**src/rtl/display_pkg.sv**
```systemverilog
// Shared types and constants for the 4-digit 7-segment scan controller.
// Segment patterns are active-low, bit order {g,f,e,d,c,b,a}.
package display_pkg;

  typedef enum logic {BLANK, SHOW} state_t;

  typedef logic [1:0] digit_idx_t;

  localparam logic [6:0] SEG_0    = 7'b1000000;
  localparam logic [6:0] SEG_1    = 7'b1111001;
  localparam logic [6:0] SEG_2    = 7'b0100100;
  localparam logic [6:0] SEG_3    = 7'b0110000;
  localparam logic [6:0] SEG_4    = 7'b0011001;
  localparam logic [6:0] SEG_5    = 7'b0010010;
  localparam logic [6:0] SEG_6    = 7'b0000010;
  localparam logic [6:0] SEG_7    = 7'b1111000;
  localparam logic [6:0] SEG_8    = 7'b0000000;
  localparam logic [6:0] SEG_9    = 7'b0010000;
  localparam logic [6:0] SEG_DASH = 7'b0111111;
  localparam logic [6:0] SEG_DARK = 7'b1111111;

  localparam logic [3:0] AN_DARK = 4'b1111;

  localparam digit_idx_t SEL_MIN_UNITS = 2'd2;
  localparam digit_idx_t SEL_MIN_TENS  = 2'd3;

  // Active-low one-hot anode for the selected digit.
  function automatic logic [3:0] an_select(input digit_idx_t sel);
    return ~(4'b0001 << sel);
  endfunction

endpackage

```
**src/rtl/seg7_decode.sv**
```systemverilog
// Combinational BCD to active-low 7-segment decoder; values 10..15 show a dash.
module seg7_decode
  import display_pkg::*;
(
  input  logic [3:0] i_digit,
  output logic [6:0] o_seg_c
);

  always_comb begin
    o_seg_c = SEG_DASH;
    case (i_digit)
      4'd0:    o_seg_c = SEG_0;
      4'd1:    o_seg_c = SEG_1;
      4'd2:    o_seg_c = SEG_2;
      4'd3:    o_seg_c = SEG_3;
      4'd4:    o_seg_c = SEG_4;
      4'd5:    o_seg_c = SEG_5;
      4'd6:    o_seg_c = SEG_6;
      4'd7:    o_seg_c = SEG_7;
      4'd8:    o_seg_c = SEG_8;
      4'd9:    o_seg_c = SEG_9;
      default: o_seg_c = SEG_DASH;
    endcase
  end

endmodule

```
**src/rtl/display_scan_ctrl.sv**
```systemverilog
// Time-multiplexed 4-digit 7-segment scan controller with blanking gaps.
// Optional LEADING_ZERO_BLANK_EN keeps the minutes-tens digit dark when it is zero.
module display_scan_ctrl
  import display_pkg::*;
#(
  parameter int unsigned DWELL_CYC = 100000,
  parameter int unsigned BLANK_CYC = 1000
) (
  input  logic       clk,
  input  logic       reset_n,
  input  logic       en,
  input  logic [3:0] digit,
  output logic [1:0] sel,
  output logic [3:0] an,
  output logic [6:0] seg,
  output logic       dp,
  output logic       frame_tick
);

  localparam int unsigned CNT_MAX = (DWELL_CYC > BLANK_CYC) ? DWELL_CYC : BLANK_CYC;
  localparam int unsigned CNT_W   = (CNT_MAX > 1) ? $clog2(CNT_MAX) : 1;

  state_t           r_state, w_state_nxt;
  logic [CNT_W-1:0] r_cnt, w_cnt_nxt;
  digit_idx_t       r_sel, w_sel_nxt;
  logic [3:0]       r_an, w_an_nxt;
  logic [6:0]       r_seg, w_seg_nxt;
  logic             r_dp, w_dp_nxt;
  logic             r_frame_tick, w_frame_tick_nxt;
  logic [6:0]       w_seg_dec;
  logic             w_blank_done;
  logic             w_show_done;
  logic             w_lz_blank;

  seg7_decode u_seg7_decode (
    .i_digit (digit),
    .o_seg_c (w_seg_dec)
  );

  assign w_blank_done = (r_cnt == CNT_W'(BLANK_CYC - 1));
  assign w_show_done  = (r_cnt == CNT_W'(DWELL_CYC - 1));

`ifdef LEADING_ZERO_BLANK_EN
  assign w_lz_blank = (r_sel == SEL_MIN_TENS) && (digit == 4'd0);
`else
  assign w_lz_blank = 1'b0;
`endif

  // State and output registers.
  always_ff @(posedge clk or negedge reset_n) begin
    if (!reset_n) begin
      r_state      <= BLANK;
      r_cnt        <= '0;
      r_sel        <= 2'd0;
      r_an         <= AN_DARK;
      r_seg        <= SEG_DARK;
      r_dp         <= 1'b1;
      r_frame_tick <= 1'b0;
    end else begin
      r_state      <= w_state_nxt;
      r_cnt        <= w_cnt_nxt;
      r_sel        <= w_sel_nxt;
      r_an         <= w_an_nxt;
      r_seg        <= w_seg_nxt;
      r_dp         <= w_dp_nxt;
      r_frame_tick <= w_frame_tick_nxt;
    end
  end

  // Next-state and registered-output logic; disable forces a dark BLANK restart.
  always_comb begin
    w_state_nxt      = r_state;
    w_cnt_nxt        = r_cnt + CNT_W'(1);
    w_sel_nxt        = r_sel;
    w_an_nxt         = r_an;
    w_seg_nxt        = r_seg;
    w_dp_nxt         = r_dp;
    w_frame_tick_nxt = 1'b0;

    if (!en) begin
      w_state_nxt = BLANK;
      w_cnt_nxt   = '0;
      w_an_nxt    = AN_DARK;
      w_seg_nxt   = SEG_DARK;
      w_dp_nxt    = 1'b1;
    end else begin
      case (r_state)
        BLANK: begin
          if (w_blank_done) begin
            w_state_nxt = SHOW;
            w_cnt_nxt   = '0;
            w_seg_nxt   = w_seg_dec;
            w_an_nxt    = w_lz_blank ? AN_DARK : an_select(r_sel);
            w_dp_nxt    = (r_sel == SEL_MIN_UNITS) ? 1'b0 : 1'b1;
          end
        end
        SHOW: begin
          if (w_show_done) begin
            w_state_nxt      = BLANK;
            w_cnt_nxt        = '0;
            w_an_nxt         = AN_DARK;
            w_seg_nxt        = SEG_DARK;
            w_dp_nxt         = 1'b1;
            w_sel_nxt        = r_sel + 2'd1;
            w_frame_tick_nxt = (r_sel == SEL_MIN_TENS);
          end
        end
        default: begin
          w_state_nxt = BLANK;
          w_cnt_nxt   = '0;
        end
      endcase
    end
  end

  assign sel        = r_sel;
  assign an         = r_an;
  assign seg        = r_seg;
  assign dp         = r_dp;
  assign frame_tick = r_frame_tick;

endmodule

```
**config.mk**
```make
export PLATFORM = sky130hd
export DESIGN_NAME = display_scan_ctrl
export DESIGN_NICKNAME = d
export VERILOG_FILES = /design/src/rtl/display_pkg.sv /design/src/rtl/seg7_decode.sv /design/src/rtl/display_scan_ctrl.sv
export SDC_FILE = /design/constraint.sdc
export NUM_CORES = 1
export LEC_CHECK = 0
export ABC_AREA = 0
export CAP_MARGIN = 20
export CORE_UTILIZATION = 33
export DETAILED_ROUTE_END_ITERATION = 7
export PLACE_DENSITY = 0.52
export SLEW_MARGIN = 25
export SYNTH_ARGS = -nofsm -noshare
export SYNTH_HDL_FRONTEND = slang
export SYNTH_SLANG_ARGS = --single-unit
```
**constraint.sdc**
```tcl
create_clock -name clk -period 2.7 [get_ports clk]
set_clock_uncertainty 0.15 [all_clocks]
set_input_delay 0.54 -clock clk [delete_from_list [all_inputs] [get_ports clk]]
set_output_delay 0.54 -clock clk [all_outputs]
set_load 0.005 [all_outputs]
```
==> summary.txt, run 1 <==
Clock tree
  – Post-CTS Hold Fix Bufs: 0
  – Clk sinks: 32
  – Root buf cell: clkbuf_8
  – TritonCTS clock tree: done
  – Num CTS Buffers: 5
  – Post-CTS sizing: 0
  – Clk_lat worst skew: 0.29 ns
  – # H-tree levels: 2
  – Worst-path clk slew: 0.08 ns
  – Post-CTS Setup Bufs: 0
  – Clk buf depth: 2

Floorplan
  – Core area: 0.00554 mm²
  – Die Span X: 78.2 µm
  – Die area: 0.00612 mm²
  – Starting Density: 34.6%
  – Row Count: 27
  – Die height: 78.2 µm
  – Ports: 22

Cells and area
  – Final Core Density: 41.8%
  – Filler cells: 568
  – Area Growth Syn to Fin: 20.8%
  – # nets final: 232
  – Finished Layout Cells: 288
  – Layout cell share with drive strength beyond 1: 20.4%
  – Final Instance Area: 0.00232 mm²
  – N_diodes: 0

Synth
  – Yosys warnings: 0
  – Commonest cells in the netlist: dfrtp_1 (21), nand2_1 (15), nor3_1 (14)
  – Synth Register Bits: 32
  – Post-Syn Area: 0.00192 mm²
  – Yosys top cell area share: 27.4%
  – Post-Synthesis Net Count: 208
  – Most used DFF post-synth: dfrtp_1
  – Synth area leader: dfrtp_1
  – Synth Instances: 191
  – Area contributors post-synth: dfrtp_1 (27%), dfstp_2 (15%), ha_1 (6.5%)
  – Async SR Flop Fraction: 100%
  – Distinct cells, synth: 41
  – Syn_area_per_cell: 10.0 µm²
  – Count leader, synth: dfrtp_1
  – Post-synth EDFFs: 0
  – Sequential share of the synthesized area: 42.5%

Route
  – Vias: 1420
  – Via density: 4.93
  – DR DRC count: 0
  – Routed length per instance: 13.9 µm
  – DRT Pass-1 Iters: 4
  – Initial DRC count: 78
  – Antenna Nets Post-Route: 0
  – WL final: 3990 µm

Worst setup path
  – Worst EP arrival: 2.44 ns
  – Max FO, Critical Path: 10
  – Worst r2r path cells: 6
  – Worst R2R Setup Slack: 0.33 ns
  – CP endpoint kind: flip-flop
  – Worst r2r src: r_cnt[0]
  – Terminus of the critical flop-to-flop path: an[0]
  – CP Data Required Time: 2.76 ns
  – Crit path kind: flip-flop to flip-flop
  – CP Launch Type: flip-flop

STA
  – Slew at the pin with the worst max-slew slack: 0.420 ns
  – Worst slew margin relative to its limit: 72.0%
  – Unrepaired setup endpoints after global routing: false
  – WHS: 0.366 ns
  – Fmax: 421 MHz
  – Final Cycle Share: 87.9%
  – Hold Vio Cnt, Final: 0
  – Setup TNS: 0 ns
  – Fin crit period: 2.37 ns
  – Final setup fails: 0
  – Slew Limit Fails: 0

Placed design
  – GPL Wtd Cong: 0.804
  – DP HPWL: 2830 µm
  – Placed cell area: 0.00222 mm²
  – PortBufs: 21
  – Placed insts: 280

Global route
  – GRT overflow: 0
  – First-pass GRT wire length: 6870 µm
  – Largest net degree at the start of global routing: 33
  – Initial antenna violation count: 0
  – Total GRT Usage: 14.6%
  – Vias in the first global route: 1354

Worst hold path
  – HP Start: r_cnt[0]
  – WHS Endpoint: r_cnt[0]
  – Hold path depth: 1
  – Hold crit path type: flip-flop to flip-flop

Pwr
  – Leak: 0.876 nW
  – PD cells: 404 mW/mm²
  – Worst IR Drop VDD: 197 µV

Job
  – MaxCap Viol Count: 0

Outcome
  – Status: completed
registers in the layout, summed over array words and instances, names as in the netlist:
signal      cells
dp              1
seg             7
an              3
r_cnt          17
sel             2
r_state         1
frame_tick      1
logic make-up after synthesis:
kind of cell / count (synthesis) / share of synthesized area, %
simple gates: 73 / 22.3
compound gates: 33 / 12.0
flops: 32 / 42.5
buf+inv: 20 / 4.77
xor+xnor: 12 / 5.48
mux: 11 / 6.40
fa+ha+maj: 10 / 6.53
report_power, final:
group,total [W],switching [W],internal [W]
sequential,0.000488,0.00000438,0.000484
clock,0.000383,0.000180,0.000203
combinational,0.0000647,0.0000391,0.0000256
worst max-delay path by stage:
stage,from,end,slack (ns),depth (start not counted)
3_3_place_gp,digit[1],seg[1],0.35,7
5_1_grt,r_cnt[0],an[1],0.13,6
2_1_floorplan,r_cnt[0],dp,0.55,6
3_5_place_dp,digit[1],seg[1],0.29,7
4_1_cts,r_cnt[0],an[0],0.33,6
6_report,r_cnt[0],an[0],0.33,6
per-layer routing:
metal	track usage [%]	vias up	routed length, µm
met5	0	-	0
met4	5.56	0	64
met3	3.49	5	102
met2	20.6	15	1730
met1	21.2	658	2090
li1	-	742	-
worst max-delay path, stage by stage (launching register included):
cell and delay, ns:
dfrtp_1 0.40, ha_1 0.24, nor4b_1 0.33, nand4_2 0.20
nor3_4 0.36, buf_4 0.25, mux2_2 0.35
metrics by stage:
step,total power (W),worst slack (ns)
2_1_floorplan,0.000530,0.550
3_3_place_gp,0.000563,0.350
3_5_place_dp,0.000562,0.295
4_1_cts,0.000951,0.325
5_1_grt,0.000983,0.126
6_report,0.000936,0.327
area by class of cell:
class / count / area (µm²) / share of cell area, %
timing repair buffer: 31 / 285 / 12.3
inverter: 6 / 22.5 / 0.972
tap: 72 / 90.1 / 3.89
clock inverter: 2 / 10.0 / 0.432
multi-input combinational: 139 / 1010 / 43.7
clock buffer: 6 / 82.6 / 3.57
sequential: 32 / 815 / 35.2
cells in the final DEF, fill, tap and decap left out, types with 2 or more instances in the layout:
cell type,Yosys,routed
dfrtp_1,21,21
a21oi_1,5,5
nor4b_1,2,2
xor2_1,6,6
and2_1,2,2
mux2_2,9,9
or2_2,2,2
nand4_1,5,5
nand2_1,15,15
or4_1,3,3
inv_1,6,6
a211o_1,9,9
nor4_1,2,2
dfstp_2,11,11
nor2_1,7,7
nor3_1,14,14
clkbuf_8,0,6
ha_1,10,10
or3_1,2,2
o31ai_1,2,2
a211oi_1,6,6
clkinv_2,0,2
o21ai_0,8,8
xnor2_1,6,6
nand3_1,8,8
buf_4,1,10
clkdlybuf4s50_1,0,21
and4_1,4,4
No activity file was read; power rests on OpenSTA's default activity.
==> run 2: changes to the inputs <==
--- a/config.mk
+++ b/config.mk
@@ -10,6 +10,8 @@
 export CORE_UTILIZATION = 33
 export DETAILED_ROUTE_END_ITERATION = 7
 export PLACE_DENSITY = 0.52
+export REMOVE_ABC_BUFFERS = 1
+export SKIP_LAST_GASP = 1
 export SLEW_MARGIN = 25
 export SYNTH_ARGS = -nofsm -noshare
 export SYNTH_HDL_FRONTEND = slang
==> run 2 against run 1 <==
Net effect:
- fmax is 6.9% higher
- sequential power hardly changed
- clock power barely moved
- critical path depth did not move
- design area shrank 0.65%
- sequential share of layout area is 0.23 points higher
- flip-flop and latch count is the same
- setup slack better by 0.15 ns
- largest cell class unchanged
- highest routed layer unchanged
==> summary.txt, run 2 (synthesis results as in run 1) <==
Outcome
  – Status: completed

Cells and area
  – Filler cells: 583 (+2.6%)
  – Top reg by flops: r_cnt
  – Most frequent cells in the layout: dfrtp_1 (21), clkdlybuf4s50_1 (21), nand2_1 (15)
  – # nets final: 230 (-0.86%)
  – Area Growth Syn to Fin: 20.0%
  – Layout cell share with drive strength beyond 1: 19.6% (-0.74 points)
  – N_diodes: 0 (unchanged)
  – Final Instance Area: 0.00230 mm² (-0.65%)
  – Max FFs per register: 17 (unchanged)

Global route
  – Largest net degree at the start of global routing: 33 (unchanged)
  – Vias in the first global route: 1487 (+9.8%)
  – Global Route met2 Usage: 24.4% (+3.8 points)
  – Met1 Usage GRT: 19.8% (-1.4 points)
  – Total GRT Usage: 15.1% (+0.54 points)
  – First-pass GRT wire length: 7120 µm (+3.6%)
  – Initial antenna violation count: 0 (unchanged)
  – Met3 Resource Use GR: 3.60% (+0.12 points)
  – GRT overflow: 0 (unchanged)
  – Busiest metal layer after global routing: met2

Clock tree
  – Post-CTS Hold Fix Bufs: 0 (unchanged)
  – Worst-path clk slew: 0.07 ns (about the same)
  – Clk_lat worst skew: 0.28 ns (about the same)
  – Root buf cell: clkbuf_8
  – Clk sinks: 32 (unchanged)
  – Clk buf depth: 2 (unchanged)
  – # H-tree levels: 2 (unchanged)
  – TritonCTS clock tree: done
  – Post-CTS sizing: 0 (unchanged)
  – Num CTS Buffers: 5 (unchanged)
  – Post-CTS Setup Bufs: 0 (unchanged)

Route
  – Routed length per instance: 14.8 µm (+6.6%)
  – Via density: 5.24 (+6.2%)
  – DRT Pass-1 Iters: 4 (unchanged)
  – Antenna Nets Post-Route: 0 (unchanged)
  – WL final: 4220 µm (+5.9%)
  – Initial DRC count: 64 (-18%)
  – Vias: 1498 (+5.5%)
  – DR DRC count: 0 (unchanged)

Pwr
  – Leak: 0.865 nW (-1.2%)
  – PD cells: 408 mW/mm² (+1.0%)
  – Worst IR Drop VDD: 221 µV (+12%)

STA
  – Slew Limit Fails: 0 (unchanged)
  – Slew at the pin with the worst max-slew slack: 0.433 ns (+0.0126 ns)
  – Setup TNS: 0 ns (unchanged)
  – Hold Vio Cnt, Final: 0 (unchanged)
  – Worst slew margin relative to its limit: 71.2% (-0.84 points)
  – Fin crit period: 2.22 ns (-0.154 ns)
  – Fmax: 451 MHz (+6.9%)
  – Final Cycle Share: 82.2% (-5.7 points)
  – Unrepaired setup endpoints after global routing: false
  – Final setup fails: 0 (unchanged)

Floorplan
  – Ports: 22 (unchanged)
  – Starting Density: 34.6% (unchanged)
  – Core area: 0.00554 mm² (unchanged)
  – Row Count: 27 (unchanged)
  – Die area: 0.00612 mm² (unchanged)
  – Die height: 78.2 µm (unchanged)
  – Die Span X: 78.2 µm (unchanged)

Worst setup path
  – CP endpoint kind: flip-flop
  – Worst R2R Setup Slack: 0.48 ns (+0.15 ns)
  – Crit path kind: flip-flop to flip-flop
  – CP Data Required Time: 2.77 ns (about the same)
  – Critical-path cell list: ha_1 > nor4b_1 > nand4_2 > nor3_4 > buf_4 > mux2_2
  – CP max stage delay: 0.39 ns (about the same)
  – Worst EP arrival: 2.29 ns (-0.15 ns)
  – Max FO, Critical Path: 16 (+6)
  – Worst path slowest cell: dfrtp_1
  – CP Launch Type: flip-flop

Placed design
  – DP HPWL: 2820 µm (-0.11%)
  – PortBufs: 21 (unchanged)
  – GPL Wtd Cong: 0.755 (-6.1%)
  – Placed cell area: 0.00221 mm² (-0.68%)

Worst hold path
  – Hold crit path type: flip-flop to flip-flop

Job
  – MaxCap Viol Count: 0 (unchanged)
run 2: changes by cell type in the layout (fill, tap and decap cells not counted), sizes merged:
cell	previous run	this run
buf	10	8
run 2: metal layers:
| layer | wire length [µm] | part of all wire, % | up-vias |
|---|---|---|---|
| li1 | - | - | 734 |
| met1 | 2080 | 49 | 741 |
| met2 | 1970 | 47 | 18 |
| met3 | 129 | 3.1 | 5 |
| met4 | 41 | 0.97 | 0 |
| met5 | 0 | 0 | - |
run 2: cell type report:
type	count	area, µm²	share of cell area (%)
multi-input combinational	139	1010	43.9
tap	72	90.1	3.92
inverter	6	22.5	0.979
timing repair buffer	29	270	11.7
clock buffer	6	82.6	3.59
clock inverter	2	10.0	0.435
sequential	32	815	35.4
run 2: metrics by stage:
step           instances  power (W)  hold WS [ns]  utilization, %  setup WS (ns)
2_1_floorplan        177   0.000524        0.0944               -          0.138
5_1_grt              286   0.000988         0.380            41.5          0.313
3_3_place_gp         278   0.000563         0.338            39.9          0.365
6_report             286   0.000939         0.353            41.5          0.481
3_5_place_dp         278   0.000563         0.350            39.9          0.304
4_1_cts              286   0.000957         0.359            41.5          0.452
run 2: final timing paths:
| path | to | from | cells past startpoint |
|---|---|---|---|
| setup / recovery | an[1] | r_cnt[0] | 6 |
| hold / removal | r_cnt[0] | r_cnt[0] | 1 |
| setup reg to reg | an[1] | r_cnt[0] | 6 |
| hold reg to reg | r_cnt[0] | r_cnt[0] | 1 |
| max in group asynchronous | dp | reset_n | 2 |
| min in group asynchronous | r_cnt[9] | reset_n | 2 |
run 2: report_power, final:
| part | leakage [nW] | total [W] | internal [W] | switching [W] |
|---|---|---|---|---|
| registers | 0.407 | 0.000488 | 0.000484 | 0.00000410 |
| logic | 0.407 | 0.0000653 | 0.0000256 | 0.0000397 |
| clock network | 0.0510 | 0.000386 | 0.000203 | 0.000183 |
| total | 0.865 | 0.000939 | 0.000713 | 0.000227 |
run 2: critical path: cells and delay by family, from the launching register on:
family	cells	cell delay (ns)
muxes	1	0.36
buffers and inverters	1	0.25
adders and majority gates	1	0.24
and+or+nand+nor	3	0.75
DFF	1	0.39
==> run 3: changes to the inputs <==
==> constraint.sdc (replaced) <==
create_clock -name clk -period 2.1 [get_ports clk]
set_clock_uncertainty 0.15 [all_clocks]
set_input_delay 0.42 -clock clk [delete_from_list [all_inputs] [get_ports clk]]
set_output_delay 0.42 -clock clk [all_outputs]
set_load 0.005 [all_outputs]
==> run 3 against run 2 <==
Net effect:
- first-iteration DRC count up 6.3%
- combinational power up 61%
- sequential share of layout area down 3.7 points
- utilization up 4.9 points
- critical path type unchanged
==> summary.txt, run 3 (synthesis results as in run 1) <==
Outcome
  – Status: completed

Pwr
  – PD cells: 512 mW/mm² (+26%)
  – Switching pwr: 0.000294 W (+30%)
  – Comb power frac: 8.0% (+1.0 points)
  – Clk pwr share: 44.4% (+3.3 points)
  – Switching Fraction: 22.3% (-1.8 points)
  – Total power: 0.00132 W (+40%)
  – Pint: 0.00102 W (+44%)
  – Leak: 1.02 nW (+18%)
  – Worst IR Drop VDD: 376 µV (+70%)
  – Register share of total power: 47.6% (-4.3 points)

Placed design
  – Placed insts: 302 (+8.6%)
  – PortBufs: 21 (unchanged)
  – Placed cell area: 0.00241 mm² (+9.3%)
  – DP HPWL: 3060 µm (+8.3%)
  – GPL Wtd Cong: 0.825 (+9.2%)

Cells and area
  – Max FFs per register: 17 (unchanged)
  – Most common cell after layout, fill and taps aside: buf_4
  – # nets final: 257 (+12%)
  – Layout cell share with drive strength beyond 1: 29.0% (+9.4 points)
  – Most frequent cells in the layout: buf_4 (30), dfrtp_1 (21), clkdlybuf4s50_1 (21)
  – Final Instance Area: 0.00257 mm² (+12%)
  – Area Growth Syn to Fin: 34.2%
  – Top reg by flops: r_cnt
  – Finished Layout Cells: 313 (+9.4%)
  – N_diodes: 0 (unchanged)

Floorplan
  – Die Span X: 78.2 µm (unchanged)
  – Die area: 0.00612 mm² (unchanged)
  – Die height: 78.2 µm (unchanged)
  – Row Count: 27 (unchanged)
  – Starting Density: 34.6% (unchanged)
  – Core area: 0.00554 mm² (unchanged)
  – Ports: 22 (unchanged)

STA
  – Slew Limit Fails: 0 (unchanged)
  – Final Cycle Share: 96.0% (+14 points)
  – Slew at the pin with the worst max-slew slack: 0.414 ns (-0.0184 ns)
  – Final setup fails: 0 (unchanged)
  – Hold Vio Cnt, Final: 0 (unchanged)
  – Fin crit period: 2.02 ns (-0.202 ns)
  – WHS: 0.392 ns (+0.0392 ns)
  – Worst slew margin relative to its limit: 72.4% (+1.2 points)
  – Setup TNS: 0 ns (unchanged)
  – Fmax: 496 MHz (+10%)

Route
  – Via density: 5.06 (-3.4%)
  – WL final: 4330 µm (+2.5%)
  – Vias: 1584 (+5.7%)
  – DRT Pass-1 Iters: 4 (unchanged)
  – Antenna Nets Post-Route: 0 (unchanged)
  – Initial DRC count: 68 (+6.3%)
  – DR DRC count: 0 (unchanged)
  – Routed length per instance: 13.8 µm (-6.3%)

Job
  – MaxCap Viol Count: 0 (unchanged)

Worst hold path
  – Hold crit path type: primary input to asynchronous set/reset pin

Worst setup path
  – Worst EP arrival: 2.09 ns (-0.20 ns)
  – CP Launch Type: flip-flop
  – Worst R2R Setup Slack: 0.08 ns (-0.40 ns)
  – Terminus of the critical flop-to-flop path: seg[5]
  – Worst r2r src: r_cnt[1]
  – Crit path kind: flip-flop to flip-flop
  – Worst r2r path cells: 6 (unchanged)
  – CP endpoint kind: flip-flop
  – CP Data Required Time: 2.17 ns (-0.60 ns)
  – CP startpoint: r_cnt[1]
  – Setup crit end: seg[5]
  – Max FO, Critical Path: 8 (-8)

Clock tree
  – Clk sinks: 32 (unchanged)
  – Clk_lat worst skew: 0.29 ns (about the same)
  – Num CTS Buffers: 5 (unchanged)
  – TritonCTS clock tree: done
  – Worst-path clk slew: 0.07 ns (about the same)
  – # H-tree levels: 2 (unchanged)
  – Post-CTS Hold Fix Bufs: 0 (unchanged)
  – Root buf cell: clkbuf_8
  – Clk buf depth: 2 (unchanged)

Global route
  – Largest net degree at the start of global routing: 33 (unchanged)
  – Vias in the first global route: 1592 (+7.1%)
  – First-pass GRT wire length: 7390 µm (+3.8%)
  – Initial antenna violation count: 0 (unchanged)
  – Total GRT Usage: 15.5% (+0.41 points)
  – GRT overflow: 0 (unchanged)
-- run 3: worst min-delay path by stage --
stage / from / to / slack (ns)
2_1_floorplan: reset_n / frame_tick / -0.03
3_3_place_gp: r_cnt[0] / r_cnt[0] / 0.38
3_5_place_dp: r_cnt[0] / r_cnt[0] / 0.39
4_1_cts: r_cnt[0] / r_cnt[0] / 0.40
5_1_grt: r_cnt[0] / r_cnt[0] / 0.43
6_report: reset_n / r_state / 0.39
-- run 3: per-layer routing --
metal / GRT usage [%] / share of wire, %
met5: 0 / 0
met4: 5.19 / 1.1
met3: 3.49 / 4.3
met2: 25.1 / 47
met1: 20.4 / 48
-- run 3: repair_timing --
item                                    in CTS  in global routing
gates resized for setup                      0                  6
endpoints found under the hold margin        0                  0
buffers inserted                             0                  3
endpoints found under the setup margin       0                 23
-- run 3: final cells by class --
cell class | instances | area [µm²]
tap | 72 | 90.1
inverter | 6 | 22.5
clock buffer | 6 | 72.6
timing repair buffer | 56 | 509
clock inverter | 2 | 35.0
sequential | 32 | 815
multi-input combinational | 139 | 1030
fill | 564 | 2970
-- run 3: power groups by stage --
| stage | clock (W) | sequential, W | combinational [W] |
|---|---|---|---|
| after floorplan | 0 | 0.000637 | 0.0000365 |
| after global placement | 0 | 0.000637 | 0.000102 |
| after detailed placement | 0 | 0.000637 | 0.000103 |
| after CTS | 0.000597 | 0.000627 | 0.000103 |
| after global routing | 0.000618 | 0.000628 | 0.000120 |
| final | 0.000585 | 0.000627 | 0.000105 |
-- run 3: worst max-delay path: stages, from the launching register on --
cell and delay, ns:
dfrtp_1 0.38, ha_2 0.21, nor4b_4 0.23, nand4_2 0.22, nor3_4 0.27, buf_6 0.17, mux2_2 0.33
-- run 3: per-stage QoR --
stage               worst slack [ns]  utilization [%]
CTS                           0.0208             45.5
detailed placement           -0.0605             43.6
global route                 -0.0554             46.4
floorplan                     -0.462                -
global placement             -0.0263             43.6
finish                        0.0832             46.4
